File: config.mk
export PLATFORM = sky130hd
export DESIGN_NAME = slave_in
export DESIGN_NICKNAME = d
export VERILOG_FILES = /design/src/rtl/slave_in.sv
export SDC_FILE = /design/constraint.sdc
export NUM_CORES = 1
export LEC_CHECK = 0
export CORE_MARGIN = 1
export CORE_UTILIZATION = 41
export CTS_BUF_LIST = sky130_fd_sc_hd__clkbuf_4 sky130_fd_sc_hd__clkbuf_8 sky130_fd_sc_hd__clkbuf_16
export DETAILED_ROUTE_END_ITERATION = 6
export PLACE_DENSITY = 0.61
export SETUP_SLACK_MARGIN = 0.02
export SLEW_MARGIN = 5
export SYNTH_ARGS = -nofsm -noshare
export SYNTH_HDL_FRONTEND = slang
export SYNTH_SLANG_ARGS = --single-unit
File: constraint.sdc
create_clock -name clk -period 2.53 [get_ports clk]
set_input_delay 0.506 -clock clk [delete_from_list [all_inputs] [get_ports clk]]
set_output_delay 0.506 -clock clk [all_outputs]
set_load 0.05 [all_outputs]
File: src/rtl/slave_in.sv
// Receive side of a serial-bus slave port: deserialises address, burst and
// write data, then issues local memory writes or a read request.
module slave_in #(
  parameter int ADDR_LEN  = 12,
  parameter int DATA_LEN  = 8,
  parameter int BURST_LEN = 12
) (
  input  logic                 clk,
  input  logic                 reset,
  input  logic                 selected,
  input  logic                 master_valid,
  input  logic                 rx_address,
  input  logic                 rx_burst,
  input  logic                 rx_data,
  input  logic                 write_en,
  input  logic                 read_en,
  input  logic                 read_done,
  output logic                 slave_ready,
  output logic                 mem_wr,
  output logic [ADDR_LEN-1:0]  mem_addr,
  output logic [DATA_LEN-1:0]  mem_wdata,
  output logic                 read_req,
  output logic [ADDR_LEN-1:0]  read_addr,
  output logic [BURST_LEN-1:0] read_burst,
  output logic                 rx_done
);

  localparam int MAX_LEN = (ADDR_LEN > DATA_LEN)
                         ? ((ADDR_LEN > BURST_LEN) ? ADDR_LEN : BURST_LEN)
                         : ((DATA_LEN > BURST_LEN) ? DATA_LEN : BURST_LEN);
  localparam int CW = $clog2(MAX_LEN) + 1;
  localparam logic [CW-1:0] ADDR_LAST  = CW'(ADDR_LEN - 1);
  localparam logic [CW-1:0] DATA_LAST  = CW'(DATA_LEN - 1);
  localparam logic [CW-1:0] BURST_BITS = CW'(BURST_LEN);

  typedef enum logic [2:0] {IDLE, ADDR, WDATA, RREQ, RWAIT, DONE} state_t;

  state_t state, next_state;

  logic [CW-1:0]        bit_cnt;
  logic [ADDR_LEN-1:0]  addr_sr;
  logic [BURST_LEN-1:0] burst_sr;
  logic [DATA_LEN-2:0]  data_sr;
  logic [BURST_LEN-1:0] word_idx;
  logic                 mode_wr;
  logic                 words_done;

  logic                 start;
  logic                 addr_last;
  logic                 data_last;
  logic                 last_word;
  logic [ADDR_LEN-1:0]  addr_nx;
  logic [BURST_LEN-1:0] burst_nx;
  logic [DATA_LEN-1:0]  data_nx;
  logic [BURST_LEN-1:0] word_cnt;

  assign start     = selected & master_valid & (write_en ^ read_en);
  assign addr_last = (bit_cnt == ADDR_LAST);
  assign data_last = (bit_cnt == DATA_LAST);
  assign addr_nx   = {rx_address, addr_sr[ADDR_LEN-1:1]};
  // Burst bits beyond BURST_LEN arrive alongside the address but are dropped.
  assign burst_nx  = (bit_cnt < BURST_BITS) ? {rx_burst, burst_sr[BURST_LEN-1:1]} : burst_sr;
  assign data_nx   = {rx_data, data_sr};
  assign word_cnt  = (burst_sr == '0) ? BURST_LEN'(1) : burst_sr;
  assign last_word = (word_idx == word_cnt - BURST_LEN'(1));

  always_ff @(posedge clk) begin
    if (!reset) state <= IDLE;
    else        state <= next_state;
  end

  always_comb begin
    next_state = state;
    case (state)
      IDLE:    if (start) next_state = ADDR;
      ADDR:    if (master_valid && addr_last) next_state = mode_wr ? WDATA : RREQ;
      WDATA:   if (words_done) next_state = DONE;
      RREQ:    next_state = RWAIT;
      RWAIT:   if (read_done) next_state = DONE;
      DONE:    next_state = IDLE;
      default: next_state = IDLE;
    endcase
  end

  always_ff @(posedge clk) begin
    if (!reset) begin
      bit_cnt     <= '0;
      addr_sr     <= '0;
      burst_sr    <= '0;
      data_sr     <= '0;
      word_idx    <= '0;
      mode_wr     <= 1'b0;
      words_done  <= 1'b0;
      slave_ready <= 1'b1;
      mem_wr      <= 1'b0;
      mem_addr    <= '0;
      mem_wdata   <= '0;
      read_req    <= 1'b0;
      read_addr   <= '0;
      read_burst  <= '0;
      rx_done     <= 1'b0;
    end else begin
      mem_wr      <= 1'b0;
      read_req    <= 1'b0;
      rx_done     <= (next_state == DONE);
      slave_ready <= (next_state == IDLE) || (next_state == ADDR) || (next_state == WDATA);
      case (state)
        IDLE: begin
          if (start) begin
            addr_sr    <= addr_nx;
            burst_sr   <= burst_nx;
            bit_cnt    <= CW'(1);
            mode_wr    <= write_en;
            word_idx   <= '0;
            words_done <= 1'b0;
          end
        end
        ADDR: begin
          if (master_valid) begin
            addr_sr  <= addr_nx;
            burst_sr <= burst_nx;
            if (addr_last) begin
              bit_cnt  <= '0;
              word_idx <= '0;
              if (!mode_wr) begin
                read_req   <= 1'b1;
                read_addr  <= addr_nx;
                read_burst <= (burst_nx == '0) ? BURST_LEN'(1) : burst_nx;
              end
            end else begin
              bit_cnt <= bit_cnt + CW'(1);
            end
          end
        end
        WDATA: begin
          // After the final word, trailing bits are ignored while DONE is reached.
          if (master_valid && !words_done) begin
            data_sr <= data_nx[DATA_LEN-1:1];
            if (data_last) begin
              bit_cnt    <= '0;
              mem_wr     <= 1'b1;
              mem_wdata  <= data_nx;
              mem_addr   <= addr_sr + ADDR_LEN'(word_idx);
              word_idx   <= word_idx + BURST_LEN'(1);
              words_done <= last_word;
            end else begin
              bit_cnt <= bit_cnt + CW'(1);
            end
          end
        end
        default: ;
      endcase
    end
  end

endmodule

**Word level (Yosys, flattened, before mapping)**

Index checks and enable logic that the tools add are counted.
Widths: inputs -> output; s select.

- Register bits: 101

- Add/sub/neg operators: 4
- $lt $le $gt $ge: 1
- Equality and inequality tests: 15
- Muxes and demuxes: 33
- Bitwise gates (word level): 4
- Reduce and logical (&&, ||, !) cells: 22

Operators with widths:

| operator | number |
|---|---|
| $mux 12 | 12 |
| $pmux 12 s2 | 2 |
| $pmux 12 s3 | 1 |
| $mux 5 | 5 |
| $logic_not 12->1 | 2 |
| $reduce_and 4->1 | 4 |
| $pmux 3 s5 | 1 |
| $pmux 5 s3 | 1 |
| $add 12x1->12 const B | 1 |
| $add 12x12->12 | 1 |
| $eq 12x12->1 | 1 |
| $mux 3 | 4 |
| $sub 12x1->12 const B | 1 |
| $ne 2x2->1 const B | 5 |
| $eq 3x2->1 const B | 3 |
| $reduce_and 3->1 | 3 |
| $eq 3x1->1 const B | 2 |
| $eq 3x3->1 const B | 2 |
| $logic_not 3->1 | 2 |
| $mux 1 | 6 |
| $reduce_and 6->1 | 1 |
| $add 5x1->5 const B | 1 |
| $eq 5x3->1 const B | 1 |
| $eq 5x4->1 const B | 1 |
| other kinds (11) | 16 |

**Longest topological paths before layout**

Gate-level depths: netlist of the first run.

- Depth in word-level cells: 7
- Mapped depth: 11
- Mapped depth without buffers: 10

**Least setup slack after synthesis of the first run**

OpenSTA, ideal clock, no wires.

- Path kind: reg2reg
- Start: register burst_sr[6]
- End: register words_done
- Library setup time: 0.087 ns
- Data arrival time: 2.459 ns
- Path slack: -0.016 ns
- Stages on the path, launching flop included: 11
- Period minus slack after synthesis: 2.546 ns
- Cells stage by stage: dfxtp_1 -> clkbuf_1 -> nor4_4 -> nand4_1 -> nor2b_1 -> ha_1 -> and3b_1 -> mux2_1 -> mux2i_1 -> a221o_1 -> o31ai_1

- Word-level cells in the longest chain between the ends: 7

Ends and longest elaborated chain:

| element | RTL line | source |
|---|---|---|
| start, declared | 42 | `logic [BURST_LEN-1:0] burst_sr;` |
| start signal, assigned | 111 | `burst_sr <= burst_nx;` |
| start signal, assigned | 121 | `burst_sr <= burst_nx;` |
| $logic_not 12->1 | 64 | `assign word_cnt = (burst_sr == '0) ? BURST_LEN'(1) : burst_sr;` |
| $mux 12 (*) | 64 |  |
| $sub 12x1->12 (*) | 65 | `assign last_word = (word_idx == word_cnt - BURST_LEN'(1));` |
| $eq 12x12->1 (*) | 65 |  |
| $mux 1 (*) | 139 | `if (data_last) begin` |
| $mux 1 (*) | 137 | `if (master_valid && !words_done) begin` |
| $pmux 1 s2 (*) | 107 | `case (state)` |
| end signal, assigned | 145 | `words_done <= last_word;` |
| end, declared | 46 | `logic words_done;` |

Mark *: on every way between the ends. The rest lies on a longest branch, timed or not. The select of a mux whose other input is x is not followed.
A chain may end at the register's enable or synchronous reset.

**Final worst setup path of the first run**

- Start: register burst_sr[5]
- End: register words_done

The elaborated chain is that of the path after synthesis.

==> results of run 1 <==
==> worst max-delay path: cells and delay by family, from the launching register on <==
kind	cells	cell delay, ns
AO/OA/AOI/OAI	2	0.58
AND/OR/NAND/NOR	4	0.84
flip-flops	1	0.34
adder cells (fa/ha/maj)	1	0.23
multiplexers	2	0.28
==> cell usage in the layout (no fill, tap or decap), types with 3 or more instances in the layout <==
master	instances
dfxtp_1	101
nand2_1	90
clkdlybuf4s50_1	56
nor2b_1	39
mux2i_1	35
buf_4	34
nand3_1	30
a21boi_0	30
nor2_1	28
a21oi_1	20
o21ai_0	19
o211a_1	14
ha_1	14
xnor2_1	13
xor2_1	11
clkbuf_16	9
nand4_1	8
or3_1	8
inv_1	7
nand3b_1	7
and2_1	7
nor3_1	6
o21a_1	6
nor3b_1	6
nand2b_1	5
o31ai_1	5
or4_1	4
o211ai_1	4
nor4_1	4
buf_12	4
a211oi_1	3
inv_8	3
==> worst paths after layout <==
kind / from / endpoint / slack, ns / cells after the start
setup reg to reg: burst_sr[5] / words_done / 0.18 / 9
hold / removal: read_addr[11] / read_addr[11] / 0.46 / 2
hold reg to reg: read_addr[11] / read_addr[11] / 0.46 / 2
setup / recovery: burst_sr[5] / words_done / 0.18 / 9
==> flip-flops by register name, indices dropped and copies added, names as in the netlist, 7 cells and up <==
| signal | count |
|---|---|
| addr_sr | 12 |
| burst_sr | 12 |
| mem_addr | 12 |
| read_addr | 12 |
| read_burst | 12 |
| word_idx | 12 |
| mem_wdata | 8 |
| data_sr | 7 |
==> final cells by class <==
class	instances	area share
multi-input combinational	455	0.467
clock inverter	7	0.0101
inverter	7	0.00406
timing repair buffer	95	0.139
tap	168	0.0325
clock buffer	9	0.0348
sequential	101	0.312
==> metrics by stage <==
step           total power [mW]  hold slack (ns)  worst slack (ns)   util  cell area (um2)
2_1_floorplan              1.76            0.441            0.0410      -             5240
5_1_grt                    3.28            0.490            0.0298  0.530             6470
6_report                   3.15            0.458             0.179  0.530             6470
3_5_place_dp               1.83            0.453            0.0794  0.506             6180
4_1_cts                    3.19            0.463             0.123  0.530             6470
3_3_place_gp               1.83            0.443             0.136  0.506             6180
==> layer usage <==
| metal | global-route usage | up-vias | routed length (um) |
|---|---|---|---|
| met2 | 0.346 | 93 | 6030 |
| met3 | 0.0490 | 13 | 410 |
| met1 | 0.242 | 2071 | 5780 |
| li1 | - | 2249 | - |
| met4 | 0.0623 | 0 | 167 |
| met5 | 0 | - | 0 |
==> cell families after synthesis <==
kind of cell	Yosys count
AO/OA/AOI/OAI	121
multiplexers	37
AND/OR/NAND/NOR	258
adder cells (fa/ha/maj)	15
XOR/XNOR	24
buffers and inverters	49
flip-flops	101
==> power breakdown <==
part           switching [mW]  internal [mW]
clock network           0.658          0.695
registers             0.00868           1.59
logic                  0.0990         0.0948
total                   0.766           2.38
==> impl_metrics.toml, run 1 <==
[clock_tree]
htree_levels = 3
root_buffer = "clkbuf_16"
clock-sinks = 101
cts_made_buffers = 9
ctsHoldBuffers = 0
postCtsSetupRepairBufs = 0
cts_tree = "done"
clk_pin_slew_ns = 0.07
cts_resized = 0
worstSkewPairLatency_ns = 0.36
clockBufferDepth = 2

[drt]
wire_per_inst_um = 14.7
drc = 0
vias = 4426
drt_iter0_markers = 239
ant_nets = 0
wl_um = 12400
vias_per_cell = 5.26
first_pass_iters = 5

[cells_and_area]
num_antenna_cells = 0
fillers = 1205
regArea_um2 = 2020
multiInputGateArea_um2 = 3020
syn_to_final_growth_pct = 23.5
nNetsFinal = 694
layout-drive-gt1-share = 0.0994
layout.cells.non_filler = 842

[critical_path]
end_kind = "flop"
start_kind = "flop"
crit_chain = "nor4_4, nand4_1, nor2b_1, ha_1, and3b_1, mux2_1, mux2i_1, a221o_1, o31ai_1"
critPathMaxFanout = 3
cpPeakStageDelay_ns = 0.35
crit_arrival_ns = 2.62
slowest_stage = "a221o_1"
required_ns = 2.80
critPathKind = "flop to flop"

[yosys]
synthSimpleGateAreaFrac = 0.261
synth_ff_type = "dfxtp_1"
synthMuxAreaShare = 0.0712
synthTopCellsByCount = "101 x dfxtp_1, 90 x nand2_1, 39 x nor2b_1"
async_flop_share = 0
seq_area_frac_synth = 0.386
syn-num-nets = 630
synth_fa_ha_area_frac = 0.0372
synth_top_area_frac = 0.386
yosys.area.top_type = "dfxtp_1"
synth_area_leaders = "dfxtp_1 39%, mux2i_1 6.7%, nand2_1 6.4%"
yosysMostFrequentCell = "dfxtp_1"
ys_ff_latch = 101
post_synth_num_cell_types = 59
avgSynthCellArea_um2 = 8.66
synth_compound_area_frac = 0.165
synth_top_family_by_area = "simple AND/OR/NAND/NOR gates"
yosysWarnings = 0
synth_cells = 605
synthXorXnorAreaFrac = 0.0401
syn-cell-area_um2 = 5240
synth_edf_count = 0

[timing]
worst_slew_pin_slew_ns = 0.540
maxSlewViolCount = 0
max_freq_ghz = 0.425
fin_setup_tns_ns = 0
setup_viol = 0
post-route-period-util = 0.929
hold_violations = 0
slew_headroom = 0.640
rsz0062_at_grt = "no"
clock_skew_ns = 0.00837
period_minus_slack_ns = 2.35

[flow_run]
maxCapViolCount = 0

[die]
dieArea_um2 = 13200
dieHeight_um = 115
ios = 58
start_util = 0.429
rows = 40
core_um2 = 12200
die_w_um = 115

[power_and_ir_drop]
p_leak_nw = 2.51
power_density_nw_per_um2 = 487
ir_worst_vdd_v = 0.000350

[place]
io_buffers = 57
post-dp-hpwl_um = 9250
gp_congestion = 0.888
place_inst = 826

[global_routing]
grt_usage = 0.199
grt_pass1_wl_um = 20700
antenna_found_initial = 0
grt_max_degree = 63
grt_pass1_vias = 4232
grt_overflow = 0

[run_status]
status = "finished clean"

[min_path]
hp-class = "flop to flop"
Note: power is estimated with default switching activity, not from simulation.
==> run 2, diff against run 1 <==
Settings changed: MAX_ROUTING_LAYER set to met4.
==> run 2 against run 1 <==
  * Sequential power about the same
  * Clock-buffer cell count unchanged
  * Via count fell by 0.68%
  * Highest routed layer unchanged
  * Fmax rose by 0.21%
  * Clock skew fell by 0.0012 ns
  * Register-to-register slack about the same
  * Hold slack about the same
  * Clock power hardly changed
==> impl_metrics.toml, run 2 (same netlist as run 1, synthesis figures left out) <==
[clock_tree]
htree_levels = 3
cts_made_buffers = 9
root_buffer = "clkbuf_16"
clock-sinks = 101
cts_tree = "done"
ctsHoldBuffers = 0
cts_resized = 0
worstSkewPairLatency_ns = 0.36
clk_pin_slew_ns = 0.07
clockBufferDepth = 2
postCtsSetupRepairBufs = 0

[die]
ios = 58
dieHeight_um = 115
start_util = 0.429
die_w_um = 115
rows = 40
core_um2 = 12200
dieArea_um2 = 13200

[global_routing]
grt_usage = 0.205
grt_pass1_wl_um = 20700
antenna_found_initial = 0
grt_max_degree = 63
use_met3 = 0.0490
top_usage_layer = "met2"
globalRouteMet1Util = 0.242
grt_overflow = 0
met2_usage = 0.345
grt_pass1_vias = 4245

[timing]
post-route-period-util = 0.927
hold_violations = 0
maxSlewViolCount = 0
fin_setup_tns_ns = 0
clock_skew_ns = 0.00716
period_minus_slack_ns = 2.35
slew_headroom = 0.640
max_freq_ghz = 0.426
rsz0062_at_grt = "no"
worst_slew_pin_slew_ns = 0.540
setup_viol = 0

[place]
placed_area_um2 = 6180
gp_congestion = 0.903
post-dp-hpwl_um = 9250
io_buffers = 57

[cells_and_area]
fillers = 1205
final_cell_area_um2 = 6470
num_antenna_cells = 0
syn_to_final_growth_pct = 23.5
final_common_cell = "dfxtp_1"
layout_common_cells = "101 x dfxtp_1, 90 x nand2_1, 56 x clkdlybuf4s50_1, 39 x nor2b_1, 35 x mux2i_1"
layout-drive-gt1-share = 0.0994
nNetsFinal = 694

[drt]
drt_iter0_markers = 246
drc = 0
ant_nets = 0
vias = 4396
first_pass_iters = 4
wl_um = 12300
vias_per_cell = 5.22
wire_per_inst_um = 14.7

[power_and_ir_drop]
power_density_nw_per_um2 = 486
p_leak_nw = 2.51
ir_worst_vdd_v = 0.000350

[critical_path]
path_delay_family = "simple AND/OR/NAND/NOR gates"
critPathKind = "flop to flop"
slowest_stage = "a221o_1"
crit_chain = "nor4_4, nand4_1, nor2b_1, ha_1, and3b_1, mux2_1, mux2i_1, a221o_1, o31ai_1"
cpPeakStageDelay_ns = 0.35
crit_arrival_ns = 2.62
start_kind = "flop"
required_ns = 2.80
critPathMaxFanout = 3
cp.buffers_inverters = 0
end_kind = "flop"

[min_path]
hp-class = "flop to flop"

[flow_run]
maxCapViolCount = 0

[run_status]
status = "finished clean"
run 2: cell counts in the layout (fill, tap and decap cells not counted):
No cell type changed its count.
run 2: area by class of cell:
| type | count | area (um2) | share of cell area |
|---|---|---|---|
| clock buffers | 9 | 225 | 0.0348 |
| clock inverters | 7 | 65.1 | 0.0101 |
| inverters | 7 | 26.3 | 0.00406 |
| multi-input cells | 455 | 3020 | 0.467 |
| flip-flops and latches | 101 | 2020 | 0.312 |
| well taps | 168 | 210 | 0.0325 |
| repair buffers | 95 | 901 | 0.139 |
run 2: report_power, final:
part           total [mW]  switching [mW]  leakage [nW]  internal, mW
sequential           1.60         0.00866         0.814          1.59
combinational       0.194          0.0989          1.55        0.0948
clock                1.35           0.653         0.146         0.695
total                3.14           0.760          2.51          2.38
run 2: metal layers:
metal  wire (um)  vias up
met4         175        0
met1        5760     2049
li1            -     2256
met2        6030       79
met3         383       12
met5           0        -
run 2: final timing paths:
kind,depth (start not counted),endpoint,slack (ns),startpoint
max,9,words_done,0.18,burst_sr[5]
min,2,read_addr[11],0.46,read_addr[11]
max reg2reg,9,words_done,0.18,burst_sr[5]
min reg2reg,2,read_addr[11],0.46,read_addr[11]
run 2: tightest hold or removal path, stage by stage (launching register included):
cell and delay [ns]:
dfxtp_1 0.31, nand2_1 0.05, a21boi_1 0.05
run 2: metrics by stage:
stage	hold WS, ns	util	instances	power, mW	setup WS, ns
after global routing	0.490	0.530	842	3.28	0.0298
after detailed placement	0.453	0.506	826	1.83	0.0794
final	0.458	0.530	842	3.14	0.184
after floorplan	0.441	-	605	1.76	0.0410
after global placement	0.443	0.506	826	1.83	0.136
after CTS	0.463	0.530	842	3.19	0.123
